--- src/rtl/fetch_ctrl_if.sv ---
// Instruction-memory request/acknowledge port used by the fetch sequencer.
// The master side (fetch_ctrl) owns the request and the address; the slave
// side (instruction memory) returns the acknowledge and the fetched word.
interface fetch_ctrl_if;
    logic        req;
    logic [63:0] addr;
    logic        ack;
    logic [31:0] data;

    modport master (
        output req,
        output addr,
        input  ack,
        input  data
    );

    modport slave (
        input  req,
        input  addr,
        output ack,
        output data
    );
endinterface

--- src/rtl/fetch_ctrl.sv ---
// Instruction-fetch sequencer: owns the 64-bit PC, issues one fetch at a time
// over the imem interface, holds the fetched word until decode consumes it,
// then requests PC+4 or the taken-branch target. Handles flush/redirect and a
// fetch-timeout watchdog that drops the request for one cycle and retries.
// Optional feature macro: FETCH_MISALIGN_TRAP_EN (misaligned redirect targets
// are replaced by TRAP_VECTOR and o_Misalign pulses).
module fetch_ctrl #(
    parameter logic [63:0] RESET_VECTOR = 64'h0,
    parameter int          TIMEOUT      = 16
`ifdef FETCH_MISALIGN_TRAP_EN
    ,
    parameter logic [63:0] TRAP_VECTOR  = 64'h100
`endif
) (
    input  logic          i_Clock,
    input  logic          i_Reset,
    input  logic          i_Stall,
    input  logic          i_Branch,
    input  logic          i_Zero,
    input  logic [63:0]   i_Immediate,
    input  logic          i_Flush,
    input  logic [63:0]   i_Flush_Addr,
    fetch_ctrl_if.master  imem,
    output logic [31:0]   o_Instr,
    output logic          o_Instr_Valid,
    output logic [63:0]   o_PC,
    output logic          o_Fetch_Err
`ifdef FETCH_MISALIGN_TRAP_EN
    ,
    output logic          o_Misalign
`endif
);

    typedef enum logic {
        S_FETCH = 1'b0,
        S_HOLD  = 1'b1
    } state_t;

    state_t      state, state_next;
    logic [63:0] fetch_addr, fetch_addr_next;
    logic [31:0] held_instr, held_instr_next;
    logic [63:0] held_pc, held_pc_next;
    logic [7:0]  wait_cnt, wait_cnt_next;
    logic        err_pulse, err_pulse_next;
    logic        redirect;
    logic [63:0] redirect_addr;
`ifdef FETCH_MISALIGN_TRAP_EN
    logic        misalign_pulse, misalign_pulse_next;
`endif

    localparam logic [7:0] LAST_WAIT = 8'(TIMEOUT - 1);

    // State register: every architectural register reloads here, reset first.
    always_ff @(posedge i_Clock) begin
        if (i_Reset) begin
            state      <= S_FETCH;
            fetch_addr <= RESET_VECTOR;
            held_instr <= 32'h0;
            held_pc    <= 64'h0;
            wait_cnt   <= 8'h0;
            err_pulse  <= 1'b0;
`ifdef FETCH_MISALIGN_TRAP_EN
            misalign_pulse <= 1'b0;
`endif
        end else begin
            state      <= state_next;
            fetch_addr <= fetch_addr_next;
            held_instr <= held_instr_next;
            held_pc    <= held_pc_next;
            wait_cnt   <= wait_cnt_next;
            err_pulse  <= err_pulse_next;
`ifdef FETCH_MISALIGN_TRAP_EN
            misalign_pulse <= misalign_pulse_next;
`endif
        end
    end

    // Next-state logic: flush beats everything, then ack/timeout or consume.
    always_comb begin
        state_next      = state;
        fetch_addr_next = fetch_addr;
        held_instr_next = held_instr;
        held_pc_next    = held_pc;
        wait_cnt_next   = wait_cnt;
        err_pulse_next  = 1'b0;
        redirect        = 1'b0;
        redirect_addr   = fetch_addr;
`ifdef FETCH_MISALIGN_TRAP_EN
        misalign_pulse_next = 1'b0;
`endif

        if (i_Flush) begin
            state_next    = S_FETCH;
            wait_cnt_next = 8'h0;
            redirect      = 1'b1;
            redirect_addr = i_Flush_Addr;
        end else begin
            case (state)
                S_FETCH: begin
                    // During the error cycle the request is dropped, so an
                    // ack is meaningless and the counter stays cleared.
                    if (!err_pulse) begin
                        if (imem.ack) begin
                            state_next      = S_HOLD;
                            held_instr_next = imem.data;
                            held_pc_next    = fetch_addr;
                            wait_cnt_next   = 8'h0;
                        end else if (wait_cnt == LAST_WAIT) begin
                            err_pulse_next = 1'b1;
                            wait_cnt_next  = 8'h0;
                        end else begin
                            wait_cnt_next = wait_cnt + 8'd1;
                        end
                    end
                end
                S_HOLD: begin
                    if (!i_Stall) begin
                        state_next    = S_FETCH;
                        wait_cnt_next = 8'h0;
                        redirect      = 1'b1;
                        redirect_addr = (i_Branch && i_Zero) ? (held_pc + i_Immediate)
                                                             : (held_pc + 64'd4);
                    end
                end
                default: begin
                    state_next = S_FETCH;
                end
            endcase
        end

        if (redirect) begin
            fetch_addr_next = redirect_addr;
`ifdef FETCH_MISALIGN_TRAP_EN
            if (redirect_addr[1:0] != 2'b00) begin
                fetch_addr_next     = TRAP_VECTOR;
                misalign_pulse_next = 1'b1;
            end
`endif
        end
    end

    // Outputs are decoded straight from the registered state.
    always_comb begin
        imem.req      = (state == S_FETCH) && !err_pulse;
        imem.addr     = fetch_addr;
        o_Instr       = held_instr;
        o_PC          = held_pc;
        o_Instr_Valid = (state == S_HOLD);
        o_Fetch_Err   = err_pulse;
`ifdef FETCH_MISALIGN_TRAP_EN
        o_Misalign    = misalign_pulse;
`endif
    end

endmodule

--- src/flat_wrapper.sv ---
// flat-port wrapper written by rule: the top's interface ports become plain ports
module fetch_ctrl_flat 
#(
    parameter logic [63:0] RESET_VECTOR = 64'h0,
    parameter int          TIMEOUT      = 16

)
  (i_Clock, i_Reset, i_Stall, i_Branch, i_Zero, i_Immediate, i_Flush, i_Flush_Addr, o_Instr, o_Instr_Valid, o_PC, o_Fetch_Err, imem_req, imem_addr, imem_ack, imem_data);
  fetch_ctrl_if imem_i ();
  input  logic i_Clock;
  input  logic i_Reset;
  input  logic i_Stall;
  input  logic i_Branch;
  input  logic i_Zero;
  input  logic [63:0] i_Immediate;
  input  logic i_Flush;
  input  logic [63:0] i_Flush_Addr;
  output logic [31:0] o_Instr;
  output logic o_Instr_Valid;
  output logic [63:0] o_PC;
  output logic o_Fetch_Err;
  output wire logic [$bits(imem_i.req)-1:0] imem_req;
  output wire logic [$bits(imem_i.addr)-1:0] imem_addr;
  input wire logic [$bits(imem_i.ack)-1:0] imem_ack;
  input wire logic [$bits(imem_i.data)-1:0] imem_data;
  assign imem_req = imem_i.req;
  assign imem_addr = imem_i.addr;
  assign imem_i.ack = imem_ack;
  assign imem_i.data = imem_data;
  fetch_ctrl #(.RESET_VECTOR(RESET_VECTOR), .TIMEOUT(TIMEOUT)) u_core (.i_Clock(i_Clock), .i_Reset(i_Reset), .i_Stall(i_Stall), .i_Branch(i_Branch), .i_Zero(i_Zero), .i_Immediate(i_Immediate), .i_Flush(i_Flush), .i_Flush_Addr(i_Flush_Addr), .imem(imem_i), .o_Instr(o_Instr), .o_Instr_Valid(o_Instr_Valid), .o_PC(o_PC), .o_Fetch_Err(o_Fetch_Err));
endmodule
--- config.mk ---
export PLATFORM = sky130hd
export DESIGN_NAME = fetch_ctrl_flat
export DESIGN_NICKNAME = d
export VERILOG_FILES = /design/src/rtl/fetch_ctrl_if.sv /design/src/rtl/fetch_ctrl.sv /design/src/flat_wrapper.sv
export SDC_FILE = /design/constraint.sdc
export NUM_CORES = 1
export LEC_CHECK = 0
export ABC_AREA = 1
export BUFFER_PORTS_ARGS = -buffer_cell sky130_fd_sc_hd__clkbuf_2
export CAP_MARGIN = 20
export CORE_ASPECT_RATIO = 1.4
export CORE_MARGIN = 4
export CORE_UTILIZATION = 41
export CTS_CLUSTER_SIZE = 28
export DETAILED_ROUTE_END_ITERATION = 10
export GPL_TIMING_DRIVEN = 0
export PLACE_DENSITY = 0.66
export SLEW_MARGIN = 20
export SYNTH_ARGS = -nofsm -noshare
export SYNTH_HDL_FRONTEND = slang
export SYNTH_SLANG_ARGS = --single-unit
--- constraint.sdc ---
create_clock -name i_Clock -period 2.5 [get_ports i_Clock]
set_input_delay 0.75 -clock i_Clock [delete_from_list [all_inputs] [get_ports i_Clock]]
set_output_delay 0.75 -clock i_Clock [all_outputs]
set_load 0.01 [all_outputs]
* Word-level counts from Yosys, hierarchy flattened
Index checks and enable logic that the tools add are counted.
Widths: inputs -> output; s select.
** Storage, ports and cells
- Bits in registers :: 170
- Input bits :: 167
- Logic and storage cells :: 42
- Output and inout port bits :: 163
** Cells by class
- Eq/ne operators :: 4
- Mux-type cells :: 17
- Reduce and logical (&&, ||, !) cells :: 9
- $add $sub $neg :: 3
- Bitwise gates (word level) :: 3
** Operators with widths (number)
- $mux 64 :: 4
- $add 64x3->64 const B :: 1
- $add 64x64->64 :: 1
- $mux 8 :: 4
- $pmux 8 s2 :: 1
- $add 8x1->8 const B :: 1
- $eq 8x4->1 const B :: 1
- $mux 1 :: 7
- $reduce_or 5->1 :: 1
- $ne 2x2->1 const B :: 2
- $reduce_and 4->1 :: 1
- $not 1->1 :: 3
- $reduce_and 3->1 :: 1
- $logic_and 1x1->1 :: 2
- $ne 2x1->1 const B :: 1
- $pmux 1 s2 :: 1
- $reduce_and 2->1 :: 1
- $reduce_bool 2->1 :: 1
- $reduce_or 2->1 :: 1
- $logic_not 1->1 :: 1

* Longest topological paths before layout
Gate-level depths: netlist (run 1).
- Depth after elaboration :: 5
- Mapped depth :: 18
- Gate-level depth less buffers :: 18

* Worst setup path before layout (run 1)
Ideal clock, no wire load.
- Path kind :: input to register
- Start :: input port i_Immediate[0]
- End :: register u_core.fetch_addr[16], in the netlist u_core.imem.addr[16]
- Slack :: -0.048 ns
- Library setup time :: 0.128 ns
- Arrival :: 2.419 ns
- Stages :: 13
- Path buffers :: 0
- Required time :: 2.372 ns
- Cell sequence :: ha_1 fa_1 nand3_1 nand3_1 nand2_1 nand2_1 nand2_1 nand2_1 or2_2 nand3_1 nand2_1 o21ai_0 a21oi_1
** Between the ends
- Cells in the longest elaborated chain, start to end :: 5
** Ends and longest elaborated chain
- from (decl) :: line flat_wrapper.sv:15 : input logic [63:0] i_Immediate;
- $add 64x64->64 :: line fetch_ctrl.sv:121 : redirect_addr = (i_Branch && i_Zero) ? (held_pc + i_Immediate)
- $mux 64 :: line fetch_ctrl.sv:121
- $mux 64 :: line fetch_ctrl.sv:117 : if (!i_Stall) begin
- $mux 64 :: line fetch_ctrl.sv:98 : case (state)
- $mux 64 :: line fetch_ctrl.sv:92 : if (i_Flush) begin
- to (signal assigned) :: line fetch_ctrl.sv:67 : fetch_addr <= fetch_addr_next;
- to (decl) :: line fetch_ctrl.sv:40 : logic [63:0] fetch_addr, fetch_addr_next;
Every way passes these cells. The select of a mux whose other input is x is not followed.
A chain may end at the register's enable or synchronous reset.

==> results of run 1 <==
[worst max-delay path by stage]
stage,from,endpoint,slack (ps)
2_1_floorplan,i_Immediate[0],u_core.imem.addr[16],10
3_3_place_gp,i_Branch,u_core.imem.addr[34],-1560
3_5_place_dp,i_Immediate[0],u_core.imem.addr[28],-1380
4_1_cts,u_core.o_PC[50],u_core.imem.addr[54],-50
5_1_grt,u_core.o_PC[45],u_core.imem.addr[52],-30
6_report,i_Reset,u_core.imem.addr[43],-20
[cell type report]
type,count,area (um^2),area share [%]
inverter,450,1690,8.86
tap,456,571,2.99
timing repair buffer,345,1770,9.28
clock buffer,17,425,2.23
multi-input combinational,1972,10500,55.3
clock inverter,15,214,1.12
buffer,74,293,1.54
sequential,170,3560,18.7
[synthesized netlist by cell type, drive strengths merged]
library cell  number
nand2            841
inv              448
nor2             342
a21oi            230
dfxtp            170
o21ai            161
nand3            147
ha                65
clkbuf            63
nor3              52
xor2              35
nand4             25
o221ai            12
buf               11
o211ai            11
or2               10
nand3b             7
a31oi              6
and2               5
o21bai             5
xnor2              5
a221oi             4
nor3b              3
nor4               3
clkinv             2
and3               1
fa                 1
o21a               1
[per-layer routing]
metal	share of wire (%)	wire length, um	up-vias
met1	36	28000	8649
li1	-	-	9128
met5	0	0	-
met4	9.3	7220	0
met3	6.8	5320	266
met2	48	37400	960
[state kept, by name, summed over array words and instances (netlist names)]
| register | cells |
|---|---|
| u_core.imem.addr | 64 |
| u_core.o_PC | 64 |
| u_core.o_Instr | 32 |
| u_core.wait_cnt | 8 |
| u_core.o_Fetch_Err | 1 |
| u_core.o_Instr_Valid | 1 |
[cell families (layout without fill, tap and decap cells)]
family	count (synthesis)	count (layout)	share of synthesized area (%)
AOI/OAI and AO/OA	430	430	15.4
and+or+nand+nor	1436	1436	39.9
adders and majority gates	66	66	5.67
xor gates and xnor gates	40	40	2.39
DFF	170	170	23.2
buffers and inverters	524	901	13.4
[per-stage QoR]
| step | total power [mW] | setup WS (ps) | setup TNS (ps) | instance area (um^2) |
|---|---|---|---|---|
| after floorplan | 4.58 | 11.0 | 0 | 14700 |
| after global placement | 5.70 | -1560 | -48580 | 16900 |
| after detailed placement | 5.73 | -1380 | -50050 | 16900 |
| after CTS | 8.65 | -52.6 | -137 | 18100 |
| after global routing | 9.28 | -33.5 | -148 | 19100 |
| final | 8.91 | -19.7 | -31.2 | 19100 |
[critical path, cell delays in order]
cell and delay (ps):
clkbuf_2 130, inv_1 140, clkbuf_1 720, clkbuf_1 680
o221ai_1 290, a21oi_1 170
[power by group]
group	internal [mW]	switching, mW
combinational	0.962	1.89
sequential	2.89	0.311
clock	1.39	1.47
total	5.24	3.67
[timing repair]
| item | in CTS | in global routing |
|---|---|---|
| endpoints found under the hold margin | 0 | 0 |
| pin swaps | 6 | 20 |
| setup buffers | 6 | 11 |
| endpoints found under the setup margin | 52 | 45 |
| gates resized for setup | 162 | 225 |
==> results.cfg, run 1 <==
[global_routing]
grt_pass1_vias = 18100
grtUsageMet3_pct = 4.56
grtUsageMet1_pct = 42.4
grt_max_degree = 22
antenna_found_initial = 0
grt_usage_pct = 37.9
gr-total-overflow = 0
grtUsageMet2_pct = 66.6
grt_pass1_wl_um = 111000
grt_busiest_layer = met2

[worst_setup_path]
startpoint_type = input pin
criticalPathCategory = input pin to register
required_ps = 2870
reg2reg_slack_ps = 50
rr_worst_depth = 14
crit_path_end_kind = register
arrival_ps = 2890
r2r-end = u_core.imem.addr[58]
r2r-start = u_core.o_PC[52]
worstPathMaxFanout = 10

[timing]
finalSetupViolations = 2
slew_headroom_pct = 30.7
fin_ws_ps = -19.7
tightestPinTransition_ps = 1040
period_minus_slack_ps = 2520
fin_worst_skew_ps = 15.8
slew_violations = 0
finalHoldViolations = 0
timing.fmax_mhz = 397
rsz0062_at_grt = true
period_share_pct = 101
holdWs_ps = 460

[synthesis]
syn_nets = 2899
syn-cell-area_um2 = 14700
seq_area_frac_synth_pct = 23.2
synthDistinctLibCells = 41
synth.top_cell.area_share_pct = 23.2
synth_top_cell_by_area = dfxtp_1
avgSynthCellArea_um2 = 5.51
synth_area_leaders = dfxtp_1 23%, nand2_1 21%, inv_1 11%, nor2_1 8.6%, a21oi_1 7.8%
ys_ff_latch = 170
netlist_instances = 2666
yosysWarnings = 0

[die]
initial_utilization_pct = 41.8
dieArea_um2 = 39000
die_x_um = 168
ios = 330
placementRows = 81
fp.dieH_um = 232
core_area_um2 = 35200

[placed_design]
routabilityCongestion = 1.05
dpl.hpwl_um = 64500
dp.cells = 3450
port_buffers = 328

[clock_tree]
cts_tree = done
ctsHoldBuffers = 0
htreeDepth = 4
clk_latency_ps = 450
cts.sinks = 170
clockBufferDepth = 2
cts_root_buf = clkbuf_16
numCtsBuffers = 17
clkTransAtPathRegs_ps = 80

[layout]
layout_common_cells = 766 x nand2_1, 438 x inv_1, 331 x clkbuf_2
fillers = 3816
drive_gt1_share_pct = 22.8
fin_cells = 3499
layout_commonest_cell = nand2_1
final_util_pct = 54.2
n_antenna_cell = 0
final_nets = 3263
area_growth_syn_to_layout_pct = 29.8

[power_and_ir_drop]
vdd_drop_max_mv = 0.414
cellPowerDensity_nw_per_um2 = 467
leakagePower_nw = 9.66

[detailed_routing]
wirelength_um = 78000
vias_per_cell = 5.43
postRouteAntennaNets = 0
drt_first_pass_iters = 6
wl_per_cell_um = 22.3
drt_iter0_drc = 1720
vias = 19000
drc = 0

[min_path]
min_path_type = register to register
hold_path_end = u_core.o_PC[22]
hold_start = u_core.imem.addr[22]
min_path_cells = 2

[outcome]
violations = setup timing
outcome = complete, but fails checks

[flow_run]
maxCapViolCount = 0
Note: power is estimated with default switching activity, not from simulation.
==> run 2: changes to the inputs <==
ABC_AREA = unset   (was 1)
PLACE_DENSITY = 0.68   (was 0.66)
==> run 2 against run 1 <==
  * The flow still finishes with violations (setup timing)
  * Via count fell by 24%
  * Sequential power down 7.5%
  * Clock-buffer cell count rose by 5
  * Fmax fell by 28%
==> results.cfg, run 2 <==
[global_routing]
gr-total-overflow = 0
grtUsageMet3_pct = 5.67
grt_pass1_wl_um = 82100
grt_max_degree = 17
antenna_found_initial = 2
grt_busiest_layer = met2
grt_pass1_vias = 14000
grtUsageMet1_pct = 37.1
grtUsageMet2_pct = 58.6
grt_usage_pct = 32.9

[die]
fp.dieH_um = 210
initial_utilization_pct = 41.8
dieArea_um2 = 32000
core_area_um2 = 28600
ios = 330
die_x_um = 152
placementRows = 73

[synthesis]
ys_ff_latch = 170
netlist_instances = 1657
synth_ff_type = dfxtp_1
yosysMostFrequentCell = nand2_1
seq_area_frac_synth_pct = 28.5
yosysWarnings = 0
synth_edf_count = 0
synth_top_cell_by_area = dfxtp_1
synth_area_leaders = dfxtp_1 28%, nand2_1 11%, a21oi_1 10%, ha_1 6.8%, xor2_1 4.5%
synth_common_cells = 344 x nand2_1, 249 x a21oi_1, 170 x dfxtp_1, 135 x nor2_1, 74 x clkbuf_1
syn-cell-area_um2 = 11900
synth.top_cell.area_share_pct = 28.5
avgSynthCellArea_um2 = 7.21
synthArstFlopShare_pct = 0
syn_nets = 1890
synthDistinctLibCells = 78

[timing]
period_minus_slack_ps = 3480
slew_violations = 0
tightestPinTransition_ps = 1180
rsz0062_at_grt = true
holdWs_ps = 458
tns_ps = -30720
fin_ws_ps = -979
slew_headroom_pct = 21.2
fin_worst_skew_ps = 17.5
finalSetupViolations = 53
timing.fmax_mhz = 287
period_share_pct = 139
finalHoldViolations = 0

[worst_setup_path]
startpoint_type = input pin
required_ps = 2820
cp_slowest_cell = a2111oi_4
criticalPathCategory = input pin to register
reg2reg_slack_ps = -960
worstPathMaxFanout = 2
arrival_ps = 3800
r2r-start = u_core.o_PC[16]
crit_path_end_kind = register
crit_chain = buf_6 -> ha_4 -> nand3_2 -> or3_4 -> or3_4 -> a311oi_4 -> o21ai_2 -> a2111oi_4 -> and2b_2 -> o21ai_2 -> xor2_1 -> a221oi_1 -> nor2_1
cpPeakStageDelay_ps = 430
r2r-end = u_core.imem.addr[42]
rr_worst_depth = 12

[placed_design]
dpl.hpwl_um = 42100
port_buffers = 329
routabilityCongestion = 0.998

[detailed_routing]
postRouteAntennaNets = 0
vias = 14500
drc = 0
drt_first_pass_iters = 5
drt_iter0_drc = 994
vias_per_cell = 5.86
wirelength_um = 55800
wl_per_cell_um = 22.6

[layout]
layout_commonest_cell = nand2_1
fillers = 2717
area_growth_syn_to_layout_pct = 38.1
final_nets = 2309
drive_gt1_share_pct = 31.2
layout_common_cells = 337 x nand2_1, 332 x clkbuf_2, 231 x a21oi_1

[clock_tree]
cts_root_buf = clkbuf_16
clkTransAtPathRegs_ps = 70
ctsHoldBuffers = 0
cts.sinks = 170
cts_tree = done
clockBufferDepth = 2
numCtsBuffers = 17
htreeDepth = 4
clk_latency_ps = 470

[outcome]
outcome = complete, but fails checks
violations = setup timing

[min_path]
hold_start = u_core.o_Instr[13]
min_path_type = register to register
hold_path_end = u_core.o_Instr[13]
min_path_cells = 2

[power_and_ir_drop]
leakagePower_nw = 7.10
vdd_drop_max_mv = 0.514
cellPowerDensity_nw_per_um2 = 441

[flow_run]
maxCapViolCount = 0
run 2: cell count changes in the layout (fill, tap and decap cells not counted), sizes merged, moves of 20 or more:
cell	change
nand2	-497
inv	-420
nor2	-207
nand3	-107
o21ai	-85
buf	+65
xnor2	+47
a21o	+29
nor3	-28
xor2	+27
a211oi	+22
and3	+20
clkbuf	+20
run 2: power by group:
group | switching [mW] | leakage [nW] | internal (mW) | total, mW
clock | 1.23 | 0.263 | 1.42 | 2.65
combinational | 1.01 | 5.43 | 0.660 | 1.67
sequential | 0.141 | 1.41 | 2.82 | 2.96
total | 2.38 | 7.10 | 4.90 | 7.28
run 2: through the flow:
stage	utilization [%]	setup WS (ps)	area (um^2)	power, mW	cells
6_report	57.7	-979	16500	7.28	2465
5_1_grt	57.7	-1000	16500	7.54	2463
4_1_cts	56.0	-1020	16000	7.20	2439
3_5_place_dp	50.2	-1700	14300	4.48	2361
3_3_place_gp	50.2	-1720	14300	4.47	2361
2_1_floorplan	-	-872	12200	3.85	1657
run 2: critical path, delay by kind of cell:
kind	cells	cell delay, ps
AOI/OAI and AO/OA	5	1330
buffers and inverters	1	100
adders and majority gates	1	280
and+or+nand+nor	5	1240
xor gates and xnor gates	1	110
run 2: final cells by class:
type / instances / area [um^2] / area share (%)
Multi-Input combinational cell: 1354 / 8990 / 54.5
Sequential cell: 170 / 3470 / 21.1
Timing Repair Buffer: 403 / 2370 / 14.4
Buffer: 98 / 514 / 3.12
Tap cell: 375 / 469 / 2.84
Clock buffer: 22 / 464 / 2.81
Inverter: 32 / 120 / 0.728
Clock inverter: 9 / 88.8 / 0.539
Antenna cell: 2 / 5.00 / 0.0303
run 2: worst max path at each step:
stage | slack, ps | end | cells past startpoint | startpoint
floorplan | -870 | u_core.imem.addr[42] | 13 | i_Immediate[19]
global placement | -1720 | u_core.imem.addr[54] | 13 | i_Immediate[17]
detailed placement | -1700 | u_core.imem.addr[54] | 13 | i_Immediate[15]
CTS | -1020 | u_core.imem.addr[54] | 13 | i_Immediate[18]
global route | -1000 | u_core.imem.addr[42] | 13 | i_Immediate[15]
finish | -980 | u_core.imem.addr[42] | 13 | i_Immediate[19]
run 2: timing repair:
action / 4_1_cts / 5_1_grt
setup endpoints to repair: 96 / 101
resized for setup: 162 / 100
setup buffers: 51 / 32
pin swaps: 80 / 83
run 2: layer usage:
metal	part of all wire, %	up-vias
met5	0	-
met2	49	715
met4	6.3	0
met3	7.6	186
li1	-	6709
met1	37	6841
run 2: cell families after synthesis:
family / after synthesis / synth area share, %
buffers and inverters: 133 / 5.33
flip-flops: 170 / 28.5
XOR/XNOR: 114 / 8.36
adder cells (fa/ha/maj): 66 / 6.98
AO/OA/AOI/OAI: 510 / 25.9
AND/OR/NAND/NOR: 657 / 24.3
multiplexers: 7 / 0.608
